File: config.mk
export PLATFORM = sky130hd
export DESIGN_NAME = serial_word_adder
export DESIGN_NICKNAME = d
export VERILOG_FILES = /design/src/rtl/serial_word_adder_pkg.sv /design/src/rtl/serial_word_adder_adding_bytes.sv /design/src/rtl/serial_word_adder.sv
export SDC_FILE = /design/constraint.sdc
export NUM_CORES = 1
export LEC_CHECK = 0
export ABC_AREA = 1
export BUFFER_PORTS_ARGS = -buffer_cell sky130_fd_sc_hd__buf_2
export CORE_MARGIN = 2
export CORE_UTILIZATION = 53
export DETAILED_ROUTE_END_ITERATION = 8
export GPL_TIMING_DRIVEN = 1
export PLACE_DENSITY = 0.82
export SYNTH_ARGS = -nofsm -noshare
export SYNTH_HDL_FRONTEND = slang
export SYNTH_HIERARCHICAL = 1
export SYNTH_SLANG_ARGS = --single-unit
export TNS_END_PERCENT = 50
File: constraint.sdc
create_clock -name clk -period 3.4 [get_ports clk]
set_input_delay 0.17 -clock clk [delete_from_list [all_inputs] [get_ports clk]]
set_output_delay 0.17 -clock clk [all_outputs]
set_load 0.1 [all_outputs]
File: src/rtl/serial_word_adder_pkg.sv
// Shared definitions for the serial word adder.
//
// Contents:
//   BYTE_W    - datapath width of one operand byte
//   state_e   - word-position state: FIRST (next byte is a word's LSB) or MID
//   idx_width - byte-index width for a given maximum word length (never below 1)
package serial_word_adder_pkg;

  localparam int unsigned BYTE_W = 8;

  typedef enum logic [0:0] {
    FIRST = 1'b0,
    MID   = 1'b1
  } state_e;

  // clog2 collapses to 0 for a 1-byte maximum; keep the index port at least 1 bit wide.
  function automatic int unsigned idx_width(input int unsigned max_bytes);
    return (max_bytes > 1) ? $clog2(max_bytes) : 1;
  endfunction

endpackage

File: src/rtl/serial_word_adder_adding_bytes.sv
// 8-bit ripple carry adder used by the serial word adder (the AddingBytes block).
//
// Ports:
//   a, b  in  BYTE_W  operand bytes
//   cin   in  1       carry into bit 0
//   sum   out BYTE_W  (a + b + cin) mod 2^BYTE_W
//   cout  out 1       carry out of the top bit
module serial_word_adder_adding_bytes
  import serial_word_adder_pkg::*;
(
  input  logic [BYTE_W-1:0] a,
  input  logic [BYTE_W-1:0] b,
  input  logic              cin,
  output logic [BYTE_W-1:0] sum,
  output logic              cout
);

  logic [BYTE_W:0] full;

  assign full = {1'b0, a} + {1'b0, b} + {{BYTE_W{1'b0}}, cin};
  assign sum  = full[BYTE_W-1:0];
  assign cout = full[BYTE_W];

endmodule

File: src/rtl/serial_word_adder.sv
// Byte-serial multi-byte adder/subtractor.
//
// Operands arrive one byte pair per cycle, least-significant byte first, with in_last marking
// the most-significant byte. Each accepted pair produces one result byte one cycle later in a
// single output register; throughput is one byte per cycle. The add/subtract mode is taken from
// in_sub on the first byte of a word and held for the rest of it. On the last byte the word's
// carry-out, signed overflow and all-zero flags are reported; on other bytes they read 0.
//
// Parameters:
//   MAX_BYTES  maximum word length in bytes; out_idx wraps modulo MAX_BYTES
//   IW         width of out_idx (derived)
//
// Ports:
//   clk        in   1       clock, rising edge
//   rst_n      in   1       asynchronous active-low reset
//   in_valid   in   1       operand byte pair present
//   in_ready   out  1       pair accepted this cycle when in_valid is also high
//   in_x       in   8       operand X byte
//   in_y       in   8       operand Y byte
//   in_sub     in   1       1 = X-Y, 0 = X+Y (first byte of a word only)
//   in_last    in   1       most-significant byte of the word
//   out_valid  out  1       result byte present
//   out_ready  in   1       downstream takes the result byte
//   out_sum    out  8       result byte
//   out_idx    out  IW      byte position of out_sum in its word
//   out_last   out  1       out_sum is the word's MSB
//   out_carry  out  1       carry out of the MSB (subtract: 1 = no borrow), last byte only
//   out_ovf    out  1       signed overflow of the word, last byte only
//   out_zero   out  1       every result byte of the word was zero, last byte only
module serial_word_adder
  import serial_word_adder_pkg::*;
#(
  parameter int unsigned MAX_BYTES = 16,
  localparam int unsigned IW       = idx_width(MAX_BYTES)
) (
  input  logic              clk,
  input  logic              rst_n,

  input  logic              in_valid,
  output logic              in_ready,
  input  logic [BYTE_W-1:0] in_x,
  input  logic [BYTE_W-1:0] in_y,
  input  logic              in_sub,
  input  logic              in_last,

  output logic              out_valid,
  input  logic              out_ready,
  output logic [BYTE_W-1:0] out_sum,
  output logic [IW-1:0]     out_idx,
  output logic              out_last,
  output logic              out_carry,
  output logic              out_ovf,
  output logic              out_zero
);

  // Word-progress state
  state_e            state_q;
  logic              mode_q;      // latched subtract mode for the current word
  logic              carry_q;     // carry between bytes
  logic              zero_acc_q;  // all bytes so far were zero
  logic [IW-1:0]     idx_q;       // position of the next byte

  // Output register
  logic              out_valid_q;
  logic [BYTE_W-1:0] out_sum_q;
  logic [IW-1:0]     out_idx_q;
  logic              out_last_q;
  logic              out_carry_q;
  logic              out_ovf_q;
  logic              out_zero_q;

  // Per-byte datapath
  logic              first;
  logic              accept;
  logic              mode;
  logic              cin;
  logic [BYTE_W-1:0] eff_y;
  logic [BYTE_W-1:0] sum;
  logic              cout;
  logic              c7;
  logic              ovf;
  logic [IW-1:0]     idx;
  logic [IW-1:0]     idx_next;
  logic              zero_next;

  // A pop frees the output register in the same cycle, so a new byte may replace it.
  assign in_ready = !out_valid_q || out_ready;
  assign accept   = in_valid && in_ready;

  always_comb begin
    first = (state_q == FIRST);
    // Subtraction is X + ~Y + 1: the +1 enters as carry-in on the word's first byte.
    mode  = first ? in_sub : mode_q;
    cin   = first ? in_sub : carry_q;
    eff_y = in_y ^ {BYTE_W{mode}};
    idx   = first ? '0 : idx_q;
    if (idx == IW'(MAX_BYTES - 1)) begin
      idx_next = '0;
    end else begin
      idx_next = idx + IW'(1);
    end
    zero_next = (first || zero_acc_q) && (sum == '0);
    // Carry into bit 7 recovered from the sum bit; overflow is that XOR the carry out of bit 7.
    c7  = in_x[BYTE_W-1] ^ eff_y[BYTE_W-1] ^ sum[BYTE_W-1];
    ovf = c7 ^ cout;
  end

  serial_word_adder_adding_bytes u_adding_bytes (
    .a    (in_x),
    .b    (eff_y),
    .cin  (cin),
    .sum  (sum),
    .cout (cout)
  );

  always_ff @(posedge clk or negedge rst_n) begin
    if (!rst_n) begin
      state_q     <= FIRST;
      mode_q      <= 1'b0;
      carry_q     <= 1'b0;
      zero_acc_q  <= 1'b0;
      idx_q       <= '0;
      out_valid_q <= 1'b0;
      out_sum_q   <= '0;
      out_idx_q   <= '0;
      out_last_q  <= 1'b0;
      out_carry_q <= 1'b0;
      out_ovf_q   <= 1'b0;
      out_zero_q  <= 1'b0;
    end else if (accept) begin
      state_q     <= in_last ? FIRST : MID;
      mode_q      <= mode;
      carry_q     <= cout;
      zero_acc_q  <= zero_next;
      idx_q       <= idx_next;
      out_valid_q <= 1'b1;
      out_sum_q   <= sum;
      out_idx_q   <= idx;
      out_last_q  <= in_last;
      out_carry_q <= in_last && cout;
      out_ovf_q   <= in_last && ovf;
      out_zero_q  <= in_last && zero_next;
    end else if (out_ready) begin
      out_valid_q <= 1'b0;
    end
  end

  assign out_valid = out_valid_q;
  assign out_sum   = out_sum_q;
  assign out_idx   = out_idx_q;
  assign out_last  = out_last_q;
  assign out_carry = out_carry_q;
  assign out_ovf   = out_ovf_q;
  assign out_zero  = out_zero_q;

endmodule
==> qor.yml, run 1 <==
status: "finished, final reports clean"
worstPathMaxFanout: 9
synth_mux_area_share_pct: 0
netlist_top_cells_count: "78 x nand2_1, 25 x dfrtp_1, 24 x inv_1, 15 x o21ai_0, 9 x xor2_1"
synth_top_area_share_pct: 38.7
cts-hold-fix-buffers: 1
max_cap_viol_count: 0
core-area_sq_um: 2980
leakage_nw: 1.10
switchingPower_mw: 0.965
die_width_microns: 59.2
clkPwrFrac_pct: 7.7
clock_skew_ns: 0.00150
firstDrtPassIters: 4
clkSlewWorstSetupHoldPaths_ns: 0.12
grt_max_degree: 42
via_per_inst: 4.88
layout_min_cycle_time_ns: 2.88
drt_wl_total_mm: 2.99
crit_type: "flop to flop"
slew_headroom_pct: 63.1
hpwlAfterDp_mm: 2.37
vias: 1382
grt_first_pass_wirelength_mm: 4.91
synth_area_leader_cell: "dfrtp_1"
place.gp.congestion: 0.811
cts_buffer_depth: 2
total_power_mw: 1.65
p_int_mw: 0.680
pin_count: 40
cp.required_ns: 3.62
combPwrFrac_pct: 65.8
seq_area_sq_um: 626
clock-root-buffer: "clkbuf_4"
hold_violations: 0
layout_setup_ws_ns: 0.517
yosysMostFrequentCell: "nand2_1"
seqPwrFrac_pct: 26.5
area_growth_pct: 15.8
cts_buffers: 3
ys_ff_latch: 25
netlist_instances: 209
ys_seq_area_share_pct: 38.7
clock_sinks: 25
drcViolationCount: 0
synthSimpleGateAreaFrac_pct: 31.1
syn_area_per_cell_sq_um: 7.73
synth_top_family_by_area: "simple AND/OR/NAND/NOR gates"
grt_antenna_before_repair: 0
drive_gt1_share_pct: 23.6
ctsHtreeMaxLevel: 1
synth_xor_area_share_pct: 5.96
worst_setup_path_end_kind: "flop"
syn_nets: 241
setup_tns_ns: 0
crit_arrival_ns: 3.10
rows: 20
yosys_warnings: 6
final.period_utilization_pct: 84.8
finalSetupViolCount: 0
postCtsSetupBuffers: 0
nNetsFinal: 283
synthAdderAreaFrac_pct: 8.68
drt_iter0_drc: 48
cts_tree: "yes"
power_density_nw_per_um2: 879
portBuffers: 39
max-vdd-ir-drop_mv: 0.482
wl_per_cell_microns: 10.5
final_antenna_net_count: 0
cts-resized-gates: 0
synthDistinctLibCells: 28
fmax_ghz: 0.347
dp_slack_ns: 0.506
clk_latency_ns: 0.31
die_area_sq_um: 3510
insertedDiodeCount: 0
cp-start-kind: "flop"
multi_input_area_sq_um: 863
ys.flop_type: "dfrtp_1"
async_reset_ff_share_pct: 100
die_h_microns: 59.2
rsz0062_at_grt: "false"
synth_edf_count: 0
worst_slew_pin_slew_ns: 0.554
netlist_area_sq_um: 1620
synth_compound_area_share_pct: 7.67
grt-ovfl-total: 0
grt_usage_pct: 18.3
final.fill_count: 271
netSwitchingFraction_pct: 58.7
synth_area_leaders: "dfrtp_1 39%, nand2_1 18%, ha_1 6.2%"
grt_pass1_vias: 1201
post-route-util_pct: 62.8
finalMaxSlewViolations: 0
hold_path_class: "input pin to flop"
initial_core_util_pct: 54.2
-- logic make-up after synthesis --
logic type,Yosys count
compound gates,24
xor+xnor,11
fa+ha+maj,10
buf+inv,31
flops,25
simple gates,108
-- final timing paths --
kind / from / to / slack (ns) / cells after the start
setup / recovery: state_q / out_ovf / 0.52 / 20
hold / removal: out_ready / out_valid / 0.12 / 4
setup reg to reg: state_q / out_ovf / 0.52 / 20
hold reg to reg: out_idx[1] / out_idx[1] / 0.49 / 2
max in group asynchronous: rst_n / out_idx[2] / 2.67 / 2
min in group asynchronous: rst_n / out_sum[1] / 0.36 / 2
-- flip-flops by register name, indices dropped and copies added (netlist names) --
signal      cells
carry_q         1
idx_q           4
mode_q          1
out_carry       1
out_idx         4
out_last        1
out_ovf         1
out_sum         8
out_valid       1
out_zero        1
state_q         1
zero_acc_q      1
-- power groups by stage --
stage                     sequential, mW  clock, mW  combinational (mW)
final                              0.436      0.127                1.08
after global routing               0.447      0.144                1.17
after CTS                          0.437      0.134                1.09
after detailed placement           0.442          0                1.09
after global placement             0.441          0                1.07
after floorplan                    0.918          0               0.427
-- layout by cell type (no fill, tap or decap) --
cell / count
nand2_1: 78
buf_2: 39
dfrtp_1: 25
inv_1: 24
o21ai_0: 15
xor2_1: 9
ha_1: 8
nand3_1: 7
nor2_1: 6
nand2_2: 5
a21oi_1: 5
inv_2: 3
clkbuf_4: 3
nand2_4: 2
nand4_1: 2
o21ai_1: 2
or2_4: 2
xnor2_1: 2
fa_1: 2
nand2_8: 1
a31oi_1: 1
nor3_1: 1
a22oi_1: 1
clkbuf_1: 1
dlygate4sd3_1: 1
buf_4: 1
nand3b_4: 1
nor2_2: 1
nand3_2: 1
nand3b_1: 1
-- through the flow --
step | hold slack, ns | area, sq um | std cells
global route | 0.123 | 1870 | 283
CTS | 0.106 | 1870 | 283
finish | 0.117 | 1870 | 283
floorplan | -0.126 | 1620 | 209
global placement | 0.182 | 1830 | 278
detailed placement | 0.189 | 1830 | 278
-- critical path: stages (launching register included) --
cell and delay [ns]:
dfrtp_1 0.51, inv_2 0.10, nand2_4 0.11, nand2_8 0.09
xor2_1 0.17, fa_1 0.43, fa_1 0.41, nand2_1 0.09
nand2_1 0.10, nand3b_4 0.09, nand2_1 0.06, nand2_1 0.06
nand2_1 0.08, inv_1 0.12, nand2_1 0.08, nand3_1 0.07
nand2_1 0.05, nand2_1 0.05, nand2_1 0.04, nand2_1 0.05
nand2_1 0.05
-- layer usage --
layer	track usage (%)	wire, microns
met5	0	0
met2	30.6	1470
met3	3.06	62
met1	22.6	1380
met4	9.42	74
-- final cells by class --
cell class                      instances  share of cell area, %
Timing Repair Buffer                   41                   11.4
Clock buffer                            4                   1.40
Sequential cell                        25                   33.4
Tap cell                               33                   2.21
Inverter                               27                   5.42
Multi-Input combinational cell        153                   46.2
Note: power is estimated with default switching activity, not from simulation.
==> inputs of run 2 (changes only) <==
--- a/config.mk
+++ b/config.mk
@@ -8,10 +8,10 @@
 export ABC_AREA = 1
 export BUFFER_PORTS_ARGS = -buffer_cell sky130_fd_sc_hd__buf_2
 export CORE_MARGIN = 2
-export CORE_UTILIZATION = 53
+export CORE_UTILIZATION = 48
 export DETAILED_ROUTE_END_ITERATION = 8
 export GPL_TIMING_DRIVEN = 1
-export PLACE_DENSITY = 0.82
+export PLACE_DENSITY = 0.79
 export SYNTH_ARGS = -nofsm -noshare
 export SYNTH_HDL_FRONTEND = slang
 export SYNTH_HIERARCHICAL = 1
==> constraint.sdc (replaced) <==
create_clock -name clk -period 2.3 [get_ports clk]
set_input_delay 0.115 -clock clk [delete_from_list [all_inputs] [get_ports clk]]
set_output_delay 0.115 -clock clk [all_outputs]
set_load 0.1 [all_outputs]
==> run 2 against run 1 <==
Against the previous run:
- the flow now finishes with violations (negative setup slack)
- sequential share of layout area fell by 3.9 points
- non-clock buffer count increased by 24
- combinational power grew 73%
- register-to-register slack lost 0.72 ns
- via count up 7.7%
- die area is 9.7% higher
- highest routed layer is now met3
==> qor.yml, run 2 (synthesis gave the netlist of run 1 again) <==
final.period_utilization_pct: 109
p_int_mw: 1.20
via_per_inst: 4.65
ctsHtreeMaxLevel: 1
worst_slew_pin_slew_ns: 0.539
status: "finished with violations"
largest_reg_flops: 8
pin_count: 40
final_area_sq_um: 2120
switchingPower_mw: 1.50
cts_tree: "yes"
met2_usage_pct: 31.1
grt_pass1_vias: 1285
cts_buffers: 3
finalMaxSlewViolations: 0
firstDrtPassIters: 4
drcViolationCount: 0
combPwrFrac_pct: 69.3
worstPathMaxFanout: 4
use_met3_pct: 1.66
crit_type: "flop to flop"
grt_max_degree: 41
layout_setup_ws_ns: -0.201
rows: 21
vias: 1488
grt-ovfl-total: 0
grt.busiest_layer: "met2"
drt_iter0_drc: 66
holdWs_ns: 0.0471
die_h_microns: 62.0
cts_buffer_depth: 2
die_area_sq_um: 3850
setup_tns_ns: -0.865
path_buf_inv: 4
mostFrequentLayoutCells: "71 x nand2_1, 39 x buf_2, 25 x dfrtp_1, 25 x buf_4, 23 x inv_1"
violations: "negative setup slack"
clk_latency_ns: 0.31
hold_path_class: "input pin to flop"
cp_slowest_stage_delay_ns: 0.44
drt_wl_total_mm: 3.21
insertedDiodeCount: 0
netSwitchingFraction_pct: 55.5
dp_slack_ns: -0.224
worst_setup_path_end_kind: "flop"
initial_core_util_pct: 49.2
cp-start-kind: "flop"
seqPwrFrac_pct: 23.7
final_common_cell: "nand2_1"
layout_min_cycle_time_ns: 2.50
core-area_sq_um: 3280
nNetsFinal: 307
crit_chain: "nand2_2, nand2_8, xor2_2, fa_2, fa_2, nand2_2, nand2_4, buf_4, nand2_2, xnor2_1, inv_1, buf_4, buf_4, o21ai_1"
clock-root-buffer: "clkbuf_4"
grt_antenna_before_repair: 0
crit_family: "adder cells"
crit_arrival_ns: 2.75
max_cap_viol_count: 0
power_density_nw_per_um2: 1270
drive_gt1_share_pct: 35.4
final.fill_count: 288
hold_violations: 0
finalSetupViolCount: 6
final-instance-count-excl-fill: 320
hpwlAfterDp_mm: 2.53
final_antenna_net_count: 0
rsz0062_at_grt: "true"
die_width_microns: 62.0
dp_cells: 310
clkPwrFrac_pct: 7.0
wl_per_cell_microns: 10.0
place.gp.congestion: 0.855
clkSlewWorstSetupHoldPaths_ns: 0.13
cp.required_ns: 2.55
portBuffers: 39
slowest_stage: "dfrtp_1"
grt_usage_pct: 17.2
slew_headroom_pct: 64.1
fmax_ghz: 0.400
clock_sinks: 25
met1_usage_pct: 21.7
area_growth_pct: 31.1
grt_first_pass_wirelength_mm: 5.02
leakage_nw: 1.22
max-vdd-ir-drop_mv: 0.488
dpl-instance-area_sq_um: 2020
clock_skew_ns: 0.00399
run 2: changes by cell type in the layout (fill, tap and decap cells not counted), sizes merged:
cell  previous run  this run
buf             40        64
run 2: metal layers:
layer	share of wire (%)	wire, microns
met1	45	1430
met2	52	1670
met3	3.2	101
met4	0	0
met5	0	0
run 2: final cells by class:
| cell class | instances | area [sq um] | area share (%) |
|---|---|---|---|
| multi-input combinational | 153 | 915 | 43.2 |
| sequential | 25 | 626 | 29.5 |
| timing repair buffer | 65 | 393 | 18.5 |
| inverter | 27 | 101 | 4.78 |
| tap | 46 | 57.6 | 2.72 |
| clock buffer | 4 | 26.3 | 1.24 |
run 2: worst register-to-register path, delay by kind of cell, from the launching register on:
kind / cells / cell delay, ns
adders and majority gates: 2 / 0.74
buffers and inverters: 4 / 0.47
DFF: 1 / 0.44
and+or+nand+nor: 5 / 0.42
xor gates and xnor gates: 2 / 0.28
AOI/OAI and AO/OA: 1 / 0.10
run 2: final timing paths:
| check | startpoint | to | slack, ns | cells past startpoint |
|---|---|---|---|---|
| worst min-delay path | out_ready | out_valid | 0.05 | 4 |
| worst min register to register | out_idx[2] | out_idx[2] | 0.49 | 2 |
| worst max-delay path | state_q | out_sum[4] | -0.20 | 14 |
| max in group asynchronous | rst_n | out_valid | 1.64 | 2 |
| min in group asynchronous | rst_n | out_sum[1] | 0.30 | 2 |
| worst max register to register | state_q | out_sum[4] | -0.20 | 14 |
run 2: what timing repair did:
action / CTS / global route
hold buffers: 1 / 0
cloned: 0 / 0
pin swaps: 6 / 2
buffers inserted: 2 / 3
resized for setup: 5 / 4
endpoints found under the hold margin: 25 / 0
endpoints found under the setup margin: 6 / 9
run 2: through the flow:
stage | power [mW] | utilization [%]
floorplan | 2.00 | -
finish | 2.70 | 64.5
global route | 2.89 | 64.5
detailed placement | 2.45 | 61.4
CTS | 2.67 | 63.2
global placement | 2.42 | 61.4
run 2: power by group through the flow:
stage	clock [mW]	combinational, mW	sequential, mW
floorplan	0	0.646	1.36
global placement	0	1.77	0.647
detailed placement	0	1.80	0.650
CTS	0.197	1.83	0.641
global route	0.210	2.03	0.659
finish	0.190	1.87	0.639
==> inputs of run 3 (changes only) <==
--- a/config.mk
+++ b/config.mk
@@ -8,10 +8,11 @@
 export ABC_AREA = 1
 export BUFFER_PORTS_ARGS = -buffer_cell sky130_fd_sc_hd__buf_2
 export CORE_MARGIN = 2
-export CORE_UTILIZATION = 48
+export CORE_UTILIZATION = 45
 export DETAILED_ROUTE_END_ITERATION = 8
 export GPL_TIMING_DRIVEN = 1
-export PLACE_DENSITY = 0.79
+export MAX_ROUTING_LAYER = met4
+export PLACE_DENSITY = 0.75
 export SYNTH_ARGS = -nofsm -noshare
 export SYNTH_HDL_FRONTEND = slang
 export SYNTH_HIERARCHICAL = 1
==> run 3 against run 2 <==
Against the previous run:
- the flow still finishes with violations (negative setup slack)
- critical path depth rose by 6
- non-clock buffer count did not move
- sequential power about the same
- design area is 2.4% higher
- final cell count unchanged
- power is 1.5% higher
- die area rose by 6.2%
- core utilization shrank 0.49 points
- sequential share of layout area down 0.70 points
- worst setup slack gained 0.036 ns
- worst hold slack got worse by 0.0018 ns
- clock power grew 2%
- largest cell class unchanged
- largest power group unchanged
==> qor.yml, run 3 (synthesis gave the netlist of run 1 again) <==
drive_gt1_share_pct: 39.1
die_area_sq_um: 4080
clock-root-buffer: "clkbuf_4"
drcViolationCount: 0
grt_max_degree: 41
clkSlewWorstSetupHoldPaths_ns: 0.13
ctsHtreeMaxLevel: 1
p_int_mw: 1.21
rsz0062_at_grt: "true"
wl_per_cell_microns: 10.4
max-vdd-ir-drop_mv: 0.549
seq_area_sq_um: 626
leakage_nw: 1.23
drt_wl_total_mm: 3.34
initial_core_util_pct: 47.7
die_width_microns: 63.9
cts_buffers: 3
multi_input_area_sq_um: 957
post-route-util_pct: 64.0
violations: "negative setup slack"
seqPwrFrac_pct: 23.4
dpl-instance-area_sq_um: 2030
final_antenna_net_count: 0
cts_tree: "yes"
crit_type: "flop to flop"
cts_buffer_depth: 2
mostFrequentLayoutCells: "69 x nand2_1, 39 x buf_2, 25 x dfrtp_1"
clock_sinks: 25
die_h_microns: 63.9
final_common_cell: "nand2_1"
core-area_sq_um: 3390
clkPwrFrac_pct: 7.1
grt_antenna_before_repair: 0
clock_skew_ns: 0.00214
total_power_mw: 2.74
final.fill_count: 310
grt-ovfl-total: 0
worst_setup_path_end_kind: "flop"
finalMaxSlewViolations: 0
nNetsFinal: 307
netSwitchingFraction_pct: 55.7
worst_slew_pin_slew_ns: 0.545
cp-start-kind: "flop"
crit_arrival_ns: 2.69
rows: 21
via_per_inst: 4.65
status: "finished with violations"
grt_pass1_vias: 1413
pin_count: 40
place.gp.congestion: 0.824
finalSetupViolCount: 4
area_growth_pct: 34.3
insertedDiodeCount: 0
power_density_nw_per_um2: 1260
fmax_ghz: 0.406
vias: 1488
grt_first_pass_wirelength_mm: 5.60
cp.required_ns: 2.52
final_area_sq_um: 2170
largest_reg_flops: 8
switchingPower_mw: 1.53
layout_min_cycle_time_ns: 2.46
combPwrFrac_pct: 69.5
firstDrtPassIters: 4
clk_latency_ns: 0.31
drt_iter0_drc: 51
hold_path_class: "input pin to flop"
hpwlAfterDp_mm: 2.65
layout_setup_ws_ns: -0.165
hold_violations: 0
slew_headroom_pct: 63.6
max_cap_viol_count: 0
worstPathMaxFanout: 3
grt_usage_pct: 17.9
final.period_utilization_pct: 107
portBuffers: 39
[run 3: changes by cell type in the layout (fill, tap and decap cells not counted), sizes merged]
cell    before  now
clkbuf       4    3
clkinv       0    1
[run 3: repair_timing]
action,CTS,global route
hold buffers,1,0
pin swaps,9,15
setup buffers,3,1
setup endpoints to repair,5,8
endpoints found under the hold margin,25,0
resized for setup,6,16
[run 3: layout make-up]
class	instances	area share [%]
Multi-Input combinational cell	153	44.1
Clock inverter	1	0.231
Sequential cell	25	28.8
Inverter	27	4.67
Clock buffer	3	1.04
Timing Repair Buffer	65	18.5
Tap cell	46	2.65
[run 3: metrics by stage]
step	hold WS (ns)	instances	setup TNS [ns]	setup slack [ns]
final	0.0453	320	-0.421	-0.165
after global routing	0.0623	320	-1.16	-0.303
after CTS	0.0238	320	-0.636	-0.200
after detailed placement	0.134	312	-0.467	-0.202
after global placement	0.133	312	-0.252	-0.141
after floorplan	-0.181	209	-0.461	-0.202
[run 3: worst paths after layout]
kind / endpoint / depth (start not counted) / slack [ns] / from
worst max-delay path: out_ovf / 20 / -0.16 / state_q
worst min-delay path: out_valid / 4 / 0.05 / out_ready
worst max register to register: out_ovf / 20 / -0.16 / state_q
worst min register to register: out_ovf / 2 / 0.49 / out_ovf
max in group asynchronous: state_q / 2 / 1.64 / rst_n
min in group asynchronous: out_sum[3] / 2 / 0.30 / rst_n
[run 3: worst max-delay path, cell delays in order (launching register included)]
cell	delay, ns
dfrtp_1	0.42
inv_2	0.07
nand2_4	0.09
nand2_8	0.07
xor2_4	0.15
fa_2	0.38
fa_2	0.35
nand2_2	0.07
nand2_2	0.06
nand3b_4	0.08
nand2_2	0.06
nand2_2	0.07
nand2_2	0.07
inv_2	0.08
nand2_2	0.06
nand3_2	0.06
nand2_1	0.05
nand2_1	0.05
nand2_1	0.04
nand2_1	0.05
nand2_1	0.04
[run 3: power groups by stage]
stage               Sequential [mW]  Combinational [mW]  Clock (mW)
global placement              0.646                1.79           0
detailed placement            0.650                1.82           0
finish                        0.642                1.90       0.194
floorplan                      1.36               0.646           0
global route                  0.658                2.06       0.220
CTS                           0.642                1.86       0.202
[run 3: metal layers]
metal  vias up  track usage (%)  wire length [microns]
met2        31             33.5                   1770
met1       678             18.9                   1420
met4         0             8.15                     51
li1        775                -                      -
met5         -                -                      0
met3         4             1.41                     91
